File: config.mk
export PLATFORM = sky130hd
export DESIGN_NAME = serial_tx_scheduler
export DESIGN_NICKNAME = d
export VERILOG_FILES = /design/src/rtl/serial_tx_scheduler.sv
export SDC_FILE = /design/constraint.sdc
export NUM_CORES = 1
export LEC_CHECK = 0
export ABC_AREA = 0
export BUFFER_PORTS_ARGS = -buffer_cell sky130_fd_sc_hd__buf_2
export CAP_MARGIN = 20
export CORE_MARGIN = 1
export CORE_UTILIZATION = 47
export CTS_CLUSTER_SIZE = 14
export DETAILED_ROUTE_END_ITERATION = 8
export PLACE_DENSITY = 0.86
export SLEW_MARGIN = 20
export SYNTH_ARGS = -nofsm -noshare
export SYNTH_HDL_FRONTEND = slang
export SYNTH_SLANG_ARGS = --single-unit
File: constraint.sdc
create_clock -name clk -period 5.5 [get_ports clk]
set_input_delay 0.275 -clock clk [delete_from_list [all_inputs] [get_ports clk]]
set_output_delay 0.275 -clock clk [all_outputs]
set_load 0.005 [all_outputs]
File: src/rtl/serial_tx_scheduler.sv
// Round-robin arbiter sharing one byte serializer among NREQ requesters,
// with a watchdog that abandons a transfer whose end pulse never arrives.
module serial_tx_scheduler #(
    parameter int NREQ    = 4,
    parameter int W       = 8,
    parameter int TIMEOUT = 15,
    parameter int IDW     = 2
) (
    input  logic              clk,
    input  logic              reset,
    input  logic [NREQ-1:0]   req,
    input  logic [NREQ*W-1:0] data_in,
    output logic [NREQ-1:0]   ack,
    output logic              timeout_err,
    output logic [IDW-1:0]    grant_id,
    output logic              busy,
    output logic [W-1:0]      ser_a,
    output logic              ser_begin,
    input  logic              ser_end
);

    localparam int WDW = 5;

    typedef enum logic [1:0] {IDLE, LAUNCH, WAIT, DONE} state_t;

    state_t         state, state_nxt;
    logic [IDW-1:0] ptr, ptr_nxt;
    logic [IDW-1:0] grant_id_nxt;
    logic [W-1:0]   ser_a_nxt;
    logic [WDW-1:0] wdog, wdog_nxt;
    logic           terr_nxt;
    logic [IDW-1:0] pick_idx;
    logic           pick_vld;
    logic [IDW-1:0] after_grant;

    // Scan offsets from the far end so the offset closest to ptr wins last.
    always_comb begin : rr_pick
        int             idx;
        logic [IDW-1:0] j;
        pick_vld = 1'b0;
        pick_idx = '0;
        idx      = 0;
        j        = '0;
        for (int i = NREQ - 1; i >= 0; i--) begin
            idx = int'(ptr) + i;
            if (idx >= NREQ) idx = idx - NREQ;
            j = IDW'(idx);
            if (req[j]) begin
                pick_vld = 1'b1;
                pick_idx = j;
            end
        end
    end

    assign after_grant = (grant_id == IDW'(NREQ - 1)) ? '0 : grant_id + 1'b1;

    always_comb begin
        state_nxt    = state;
        ptr_nxt      = ptr;
        grant_id_nxt = grant_id;
        ser_a_nxt    = ser_a;
        wdog_nxt     = wdog;
        terr_nxt     = 1'b0;
        case (state)
            IDLE: begin
                if (pick_vld) begin
                    grant_id_nxt = pick_idx;
                    ser_a_nxt    = data_in[int'(pick_idx)*W +: W];
                    state_nxt    = LAUNCH;
                end
            end
            LAUNCH: begin
                wdog_nxt  = '0;
                state_nxt = WAIT;
            end
            WAIT: begin
                wdog_nxt = wdog + 1'b1;
                // A late end pulse on the final watchdog cycle still completes.
                if (ser_end) begin
                    state_nxt = DONE;
                end else if (wdog == WDW'(TIMEOUT - 1)) begin
                    terr_nxt  = 1'b1;
                    ptr_nxt   = after_grant;
                    state_nxt = IDLE;
                end
            end
            DONE: begin
                ptr_nxt   = after_grant;
                state_nxt = IDLE;
            end
            default: state_nxt = IDLE;
        endcase
    end

    always_ff @(posedge clk or posedge reset) begin
        if (reset) begin
            state       <= IDLE;
            ptr         <= '0;
            grant_id    <= '0;
            ser_a       <= '0;
            wdog        <= '0;
            timeout_err <= 1'b0;
        end else begin
            state       <= state_nxt;
            ptr         <= ptr_nxt;
            grant_id    <= grant_id_nxt;
            ser_a       <= ser_a_nxt;
            wdog        <= wdog_nxt;
            timeout_err <= terr_nxt;
        end
    end

    assign ser_begin = (state == LAUNCH);
    assign busy      = (state != IDLE);

    always_comb begin
        ack = '0;
        if (state == DONE) ack[grant_id] = 1'b1;
    end

endmodule

* After elaboration in Yosys (flattened, before gate mapping)
Cells that the tools add are included.
** Word-level totals
- ROM bits :: 0
- Memories :: 0
- Bits in latches :: 0
- Register bits :: 20
- Bits of input ports :: 39
- Word-level logic and storage cells :: 78
- RAM bits :: 0
** Cells by class
- Bitwise logic cells :: 0
- Order comparisons :: 10
- Add/sub/neg operators :: 9
- Shift operators :: 1
- Div/mod/pow operators :: 0
- Reductions and logical operators :: 8
- Mux-type cells :: 35
- $mul :: 0
- Equal/unequal tests :: 9
** Operators by type and width (count)
- variable part select 32 x 6 -> 8 bit :: 1
- 2-to-1 mux 2 bit :: 14
- less-than comparator 2 x 3 -> 1 bit, second input constant :: 5
- 2-to-1 mux 1 bit :: 12
- case mux 5 bit (2 select lines) :: 1
- >= comparator 3 bit, second input constant :: 3
- binary-select mux 1 bit (select 2 bit) :: 4
- case mux 2 bit (4 select lines) :: 1
- subtractor 2 x 1 -> 2 bit, second input constant :: 4
- adder 2 x 2 -> 3 bit, second input constant :: 2
- equality test 2 bit, second input constant :: 3
- != test 2 bit, second input constant :: 3
- nonzero test 2 bit :: 3
- adder 5 x 1 -> 5 bit, second input constant :: 1
- equality test 5 x 4 -> 1 bit, second input constant :: 1
- 2-to-1 mux 4 bit :: 1
- case mux 2 bit (2 select lines) :: 1
- AND reduction 2 bit :: 2
- adder 2 x 1 -> 3 bit, second input constant :: 1
- >= comparator 2 x 3 -> 1 bit, second input constant :: 1
- != test 3 bit, second input constant :: 1
- AND reduction 3 bit :: 1
- adder 2 x 1 -> 2 bit, second input constant :: 1
- demux 1 bit (select 2 bit) :: 1
- other kinds (4) :: 4

* Logic depth before layout (Yosys ltp)
Gate-level depths: netlist (run 1).
- Depth after elaboration :: 11
- Gate-level depth with buffers :: 8

* Worst setup path after synthesis (run 1)
OpenSTA, ideal clock, no wires.
- Path kind :: reg-to-reg
- Start :: register state[0]
- End :: register ser_a[1]
- Path buffers :: 0
- Clock period less this slack :: 1796 ps
- Stages on the path, launching flop included :: 8
- Setup slack :: 3704 ps
- Arrival :: 1652 ps
- Library setup time :: 144 ps
- Path through :: dfrtp_1 -> inv_1 -> ha_1 -> inv_1 -> nor2_1 -> o21ai_2 -> a211oi_2 -> a211oi_2
** Between the ends
- Cells in the longest elaborated chain, start to end :: 2
** RTL lines
- from (decl) :: RTL line 26 : state_t state, state_nxt;
- from (signal assigned) :: RTL line 104 : state <= state_nxt;
- logical NOT 2 bit :: RTL line 64 : case (state)
- AND reduction 2 bit (no source line)
- to (signal assigned) :: RTL line 107 : ser_a <= ser_a_nxt;
- to (decl) :: RTL line 17 : output logic [W-1:0] ser_a,
Every way passes these cells.
A chain may end at the register's enable or synchronous reset.

* Worst setup path in the final report (run 1)
- Start :: register ptr[1]
- End :: register ser_a[2]
** Between the ends
- Cells in the longest elaborated chain, start to end :: 10
- Elaborated cells between the ends (all ways) :: 33
** RTL lines
- from (decl) :: RTL line 27 : logic [IDW-1:0] ptr, ptr_nxt;
- from (signal assigned) :: RTL line 105 : ptr <= ptr_nxt;
- adder 2 x 2 -> 3 bit :: RTL line 45 : idx = int'(ptr) + i;
- >= comparator 3 bit or subtractor 2 x 1 -> 2 bit (tied branches) :: RTL line 46 : if (idx >= NREQ) idx = idx - NREQ;
- 2-to-1 mux 2 bit :: RTL line 46
- binary-select mux 1 bit (select 2 bit) :: RTL line 48 : if (req[j]) begin
- 2-to-1 mux 1 bit (implied by the code) :: RTL line 48
- 2-to-1 mux 2 bit or 2-to-1 mux 1 bit (tied branches) (4 in series) :: RTL line 48
- variable part select 32 x 6 -> 8 bit or AND reduction 2 bit (tied branches)
Several ways; a longest one is shown, not always the timed one. The select of a mux whose other input is x is not followed.

==> out/metrics.yaml, run 1 <==
p_leak_nw: 0.885
wl_um: 3140
fmax_mhz: 445
syn-num-nets: 206
ctsResizeCount: 0
grt_pass1_wl_um: 5090
ys.flop_type: "dfrtp_1"
fin_skew_ns: 0.00759
first_iter_violations: 46
worstMarginPinSlew_ns: 0.861
num_rows: 19
setup_violations: 0
relSlewSlack_pct: 42.6
wl_per_cell_um: 13.0
hpwlAfterDp_um: 2470
maxCapViolCount: 0
period_share_pct: 40.9
synth_edf_count: 0
routabilityCongestion: 0.856
viasPerCell: 5.43
async_flop_share_pct: 100
grt_max_degree: 21
finalCriticalPeriod_ns: 2.25
clkTransAtPathRegs_ns: 0.12
syn_area_per_cell_um2: 9.10
n_fill_cell: 262
worstSetupStartpoint: "ptr[1]"
crit_required_ns: 5.73
synth_cells: 156
grt_remaining_overflow: 0
endpoint_kind: "register"
drc_errors: 8
layout.cells.most_common: "buf_2"
grt_pass1_vias: 1221
crit_arrival_ns: 2.48
setup-tns-final_ns: 0
grtUsageTotal_pct: 20.0
nNetsFinal: 262
die_area_um2: 3250
insertion_delay_ns: 0.31
reg2reg_from: "ptr[1]"
initial_core_util_pct: 50.6
finalMaxSlewViolations: 0
cts.root.buffer_cell: "clkbuf_4"
holdBufCountCts: 0
power_density_nw_per_um2: 463
numCtsBuffers: 3
postRouteAntennaNets: 0
antenna_found_initial: 0
tritoncts: "yes"
synth_warnings: 0
h-tree-depth: 1
io_pins: 56
drt-pass1-iter-count: 6
yosysUniqueCellTypes: 37
portBuffers: 55
crit_fanout: 17
violations: "DRC"
yosysSeqAreaShare_pct: 35.2
dr_total_vias: 1315
pre_cts_slack_ns: 3.26
crit_type: "register to register"
fin_cells: 242
area_growth_pct: 23.1
syn_area_um2: 1420
fin_ws_ns: 3.25
n_antenna_cell: 0
vdd_drop_max_mv: 0.273
hold_viol: 0
clockBufferDepth: 2
layout-drive-gt1-share_pct: 34.6
outcome: "finished with violations"
worstSetupStartpointType: "register"
clock_sinks: 20
post_cts_buffers: 0
yosys_register_bits: 20
rsz0062_at_grt: "false"
core_um2: 2810
dieWidth_um: 57.0
dp.cells: 238
hold_path.class: "input port to async pin"
ff2ff_path_depth: 5
die_y_um: 57.0
final_cell_mix: "buf_2, dfrtp_1, nand2_1"
-- worst max-delay path, cell delays in order, from the launching register on --
cell	delay [ns]
dfrtp_1	0.45
nand2b_1	0.18
a21oi_2	0.33
or3_1	0.74
mux2i_1	0.18
a211oi_1	0.28
-- routing by layer --
layer / vias up / global-route usage [%] / wire length, µm
met3: 2 / 4.99 / 160
met5: - / 0 / 0
li1: 659 / - / -
met4: 0 / 5.23 / 19
met2: 35 / 32.9 / 1550
met1: 619 / 26.3 / 1410
-- stage by stage --
stage	util [%]	hold WS [ns]	instance area, µm²	total power (W)
after floorplan	-	0.239	1420	0.000573
after global placement	60.4	0.446	1700	0.000675
after detailed placement	60.4	0.449	1700	0.000692
after CTS	62.3	0.102	1750	0.000816
after global routing	62.3	0.143	1750	0.000878
final	62.3	0.0751	1750	0.000809
-- cells in the mapped netlist (2+ instances only) --
| cell | n | area share, % |
|---|---|---|
| nand2b_1 | 3 | 1.3 |
| a31oi_1 | 2 | 0.88 |
| inv_1 | 14 | 3.7 |
| mux2i_1 | 9 | 6.3 |
| clkbuf_1 | 2 | 0.53 |
| a21o_1 | 2 | 1.1 |
| o21ai_1 | 4 | 1.4 |
| nor3_1 | 9 | 3.2 |
| a211oi_1 | 6 | 3.2 |
| nand2_1 | 17 | 4.5 |
| ha_1 | 11 | 9.7 |
| nor2_1 | 13 | 3.4 |
| and2_1 | 5 | 2.2 |
| nand3_1 | 3 | 1.1 |
| a211oi_2 | 9 | 7.9 |
| o21ai_0 | 4 | 1.4 |
| a21oi_1 | 4 | 1.4 |
| dfrtp_1 | 20 | 35 |
-- final timing paths --
path	slack, ns	endpoint
hold / removal	0.08	ser_a[4]
setup reg to reg	3.25	ser_a[2]
max in group asynchronous	4.94	ser_a[3]
setup / recovery	3.25	ser_a[2]
hold reg to reg	0.49	wdog[4]
min in group clk	0.18	timeout_err
-- kinds of logic after synthesis --
logic type               share of synthesized area [%]
flip-flops                                        35.2
multiplexers                                      7.14
AO/OA/AOI/OAI                                     21.8
AND/OR/NAND/NOR                                   19.5
adder cells (fa/ha/maj)                           9.69
buffers and inverters                             6.70
-- state kept, by name (all words and copies together), names as in the netlist --
signal       cells
ptr              2
grant_id         2
state            2
timeout_err      1
wdog             5
ser_a            8
-- power breakdown --
part / switching, W / internal, W / leakage, nW
registers: 0.0000525 / 0.000207 / 0.244
clock network: 0.0000492 / 0.0000737 / 0.0279
logic: 0.000244 / 0.000182 / 0.612
-- area by class of cell --
cell class	instances	area, µm²	share of cell area [%]
repair buffers	55	275	15.7
clock buffers	3	22.5	1.29
well taps	31	38.8	2.22
multi-input cells	117	825	47.2
flip-flops and latches	20	500	28.6
inverters	15	56.3	3.22
clock inverters	1	30.0	1.72
Note: power is estimated with default switching activity, not from simulation.
==> inputs of run 2 (changes only) <==
CORE_UTILIZATION = 44   (was 47)
PLACE_DENSITY = 0.84   (was 0.86)
clock period = 2 ns   (was 5.5 ns; I/O delays follow)
==> run 2 against run 1 <==
Compared with the run above:
- the flow now finishes without violations
- non-clock buffer count increased by 7
- routed wire length increased by 15%
- clock skew decreased by 0.0028 ns
- register-to-register slack got worse by 3.1 ns
- die area increased by 6.6%
- total power increased to 2.9 times the previous value
- clock-buffer cell count unchanged
- final area increased by 5.0%
- global-route usage increased by 2.9 points
- fmax increased by 19%
- hold slack improved by 0.030 ns
- clock power increased to 2.8 times the previous value
- critical endpoint is now ser_a[0]
- largest power group unchanged
==> out/metrics.yaml, run 2 (synthesized netlist as in run 1, its figures left out) <==
outcome: "completed"  # was finished with violations
fmax_mhz: 530  # was 445 MHz
relSlewSlack_pct: 48.7  # was 42.6%
grt_pass1_wl_um: 5850  # was 5090 µm
p_leak_nw: 0.922  # was 0.885 nW
dr_total_vias: 1347  # was 1,315
grt_remaining_overflow: 0  # unchanged
fin_ws_ns: 0.115  # was 3.25 ns
fin_skew_ns: 0.00481  # was 0.00759 ns
clkTransAtPathRegs_ns: 0.13  # was 0.12 ns
viasPerCell: 5.14  # was 5.43
vdd_drop_max_mv: 0.639  # was 0.273 mV
setup_violations: 0  # unchanged
core_um2: 3050  # was 2810 µm²
wl_um: 3600  # was 3140 µm
portBuffers: 55  # unchanged
tritoncts: "yes"  # unchanged
dieWidth_um: 58.8  # was 57.0 µm
final_cell_mix: "buf_2, dfrtp_1, nand2_1"  # unchanged
worstSetupStartpointType: "register"  # unchanged
initial_core_util_pct: 46.5  # was 50.6%
layout-drive-gt1-share_pct: 36.2  # was 34.6%
clockBufferDepth: 2  # unchanged
hpwlAfterDp_um: 2750  # was 2470 µm
first_iter_violations: 61  # was 46
clock_sinks: 20  # unchanged
top_register: "ser_a"  # unchanged
whs_ns: 0.105  # was 0.0751 ns
endpoint_kind: "register"  # unchanged
reg_top3: "ser_a (8), wdog (5)"  # unchanged
wl_per_cell_um: 13.8  # was 13.0 µm
die_y_um: 58.8  # was 57.0 µm
h-tree-depth: 1  # unchanged
grtUsageTotal_pct: 22.9  # was 20.0%
insertion_delay_ns: 0.32  # was 0.31 ns
num_rows: 20  # was 19
nNetsFinal: 269  # was 262
final_cell_area_um2: 1840  # was 1750 µm²
finalMaxSlewViolations: 0  # unchanged
power_density_nw_per_um2: 1280  # was 463 nW/µm²
setup-tns-final_ns: 0  # unchanged
maxCapViolCount: 0  # unchanged
drc_errors: 0  # was 8
antenna_found_initial: 0  # unchanged
hold_viol: 0  # unchanged
area_growth_pct: 29.3  # was 23.1%
crit_required_ns: 2.20  # was 5.73 ns
postRouteAntennaNets: 0  # unchanged
finalCriticalPeriod_ns: 1.89  # was 2.25 ns
pre_cts_slack_ns: 0.118  # was 3.26 ns
largest_register_ffs: 8  # unchanged
period_share_pct: 94.3  # was 40.9%
n_antenna_cell: 0  # unchanged
p_total_w: 0.00234  # was 0.000809 W
worstMarginPinSlew_ns: 0.769  # was 0.861 ns
numCtsBuffers: 3  # unchanged
crit_arrival_ns: 2.09  # was 2.48 ns
rsz0062_at_grt: "false"  # unchanged
drt-pass1-iter-count: 4  # was 6
io_pins: 56  # unchanged
layout.cells.most_common: "buf_2"  # unchanged
dpl-instance-area_um2: 1760  # was 1700 µm²
hold_path.class: "input port to register"  # was input port to async pin
routabilityCongestion: 0.845  # was 0.856
die_area_um2: 3460  # was 3250 µm²
grt_pass1_vias: 1358  # was 1,221
crit_fanout: 6  # was 17
crit_type: "register to register"  # unchanged
grt_max_degree: 21  # unchanged
cts.root.buffer_cell: "clkbuf_4"  # unchanged
[run 2: area by class of cell]
| class | count | area [µm²] |
|---|---|---|
| clock buffers | 3 | 22.5 |
| multi-input cells | 117 | 825 |
| well taps | 44 | 55.1 |
| fillers | 281 | 1220 |
| repair buffers | 62 | 345 |
| clock inverters | 1 | 30.0 |
| inverters | 15 | 56.3 |
| flip-flops and latches | 20 | 502 |
[run 2: final timing paths]
kind | startpoint | endpoint | slack (ns) | depth (start not counted)
worst min-delay path | data_in[29] | ser_a[5] | 0.10 | 3
min in group asynchronous | reset | ser_a[2] | 0.44 | 3
worst max-delay path | ptr[1] | ser_a[0] | 0.11 | 5
max in group asynchronous | reset | ptr[1] | 1.03 | 3
worst max register to register | ptr[1] | ser_a[0] | 0.11 | 5
worst min register to register | wdog[4] | wdog[4] | 0.50 | 1
[run 2: what timing repair did]
item / in CTS / in global routing
hold buffers: 2 / 0
buffers inserted: 0 / 0
hold endpoints to repair: 21 / 0
endpoints found under the setup margin: 0 / 2
gates resized for setup: 0 / 1
[run 2: per-layer routing]
metal / global-route usage (%) / vias up / share of wire (%) / routed length (µm)
met5: 0 / - / 0 / 0
li1: - / 673 / - / -
met2: 40.3 / 52 / 51 / 1840
met3: 4.18 / 10 / 5.4 / 194
met4: 11.9 / 0 / 3.2 / 117
met1: 26.4 / 612 / 40 / 1450
[run 2: report_power, final]
group          internal (W)  switching, W  total, W  leakage (nW)
Sequential         0.000571      0.000139  0.000710         0.243
Clock              0.000203      0.000144  0.000347        0.0279
Combinational      0.000564      0.000721   0.00128         0.650
Total               0.00134       0.00100   0.00234         0.922
[run 2: through the flow]
| stage | util, % | cells |
|---|---|---|
| 6_report | 60.1 | 262 |
| 5_1_grt | 60.1 | 262 |
| 4_1_cts | 60.1 | 262 |
| 3_5_place_dp | 57.7 | 256 |
| 3_3_place_gp | 57.7 | 256 |
| 2_1_floorplan | - | 156 |
[run 2: critical path: stages, from the launching register on]
cell and delay, ns:
dfrtp_2 0.43, mux2i_1 0.23, nor2_2 0.05, or3_1 0.47, a2111oi_2 0.50, a211oi_2 0.08
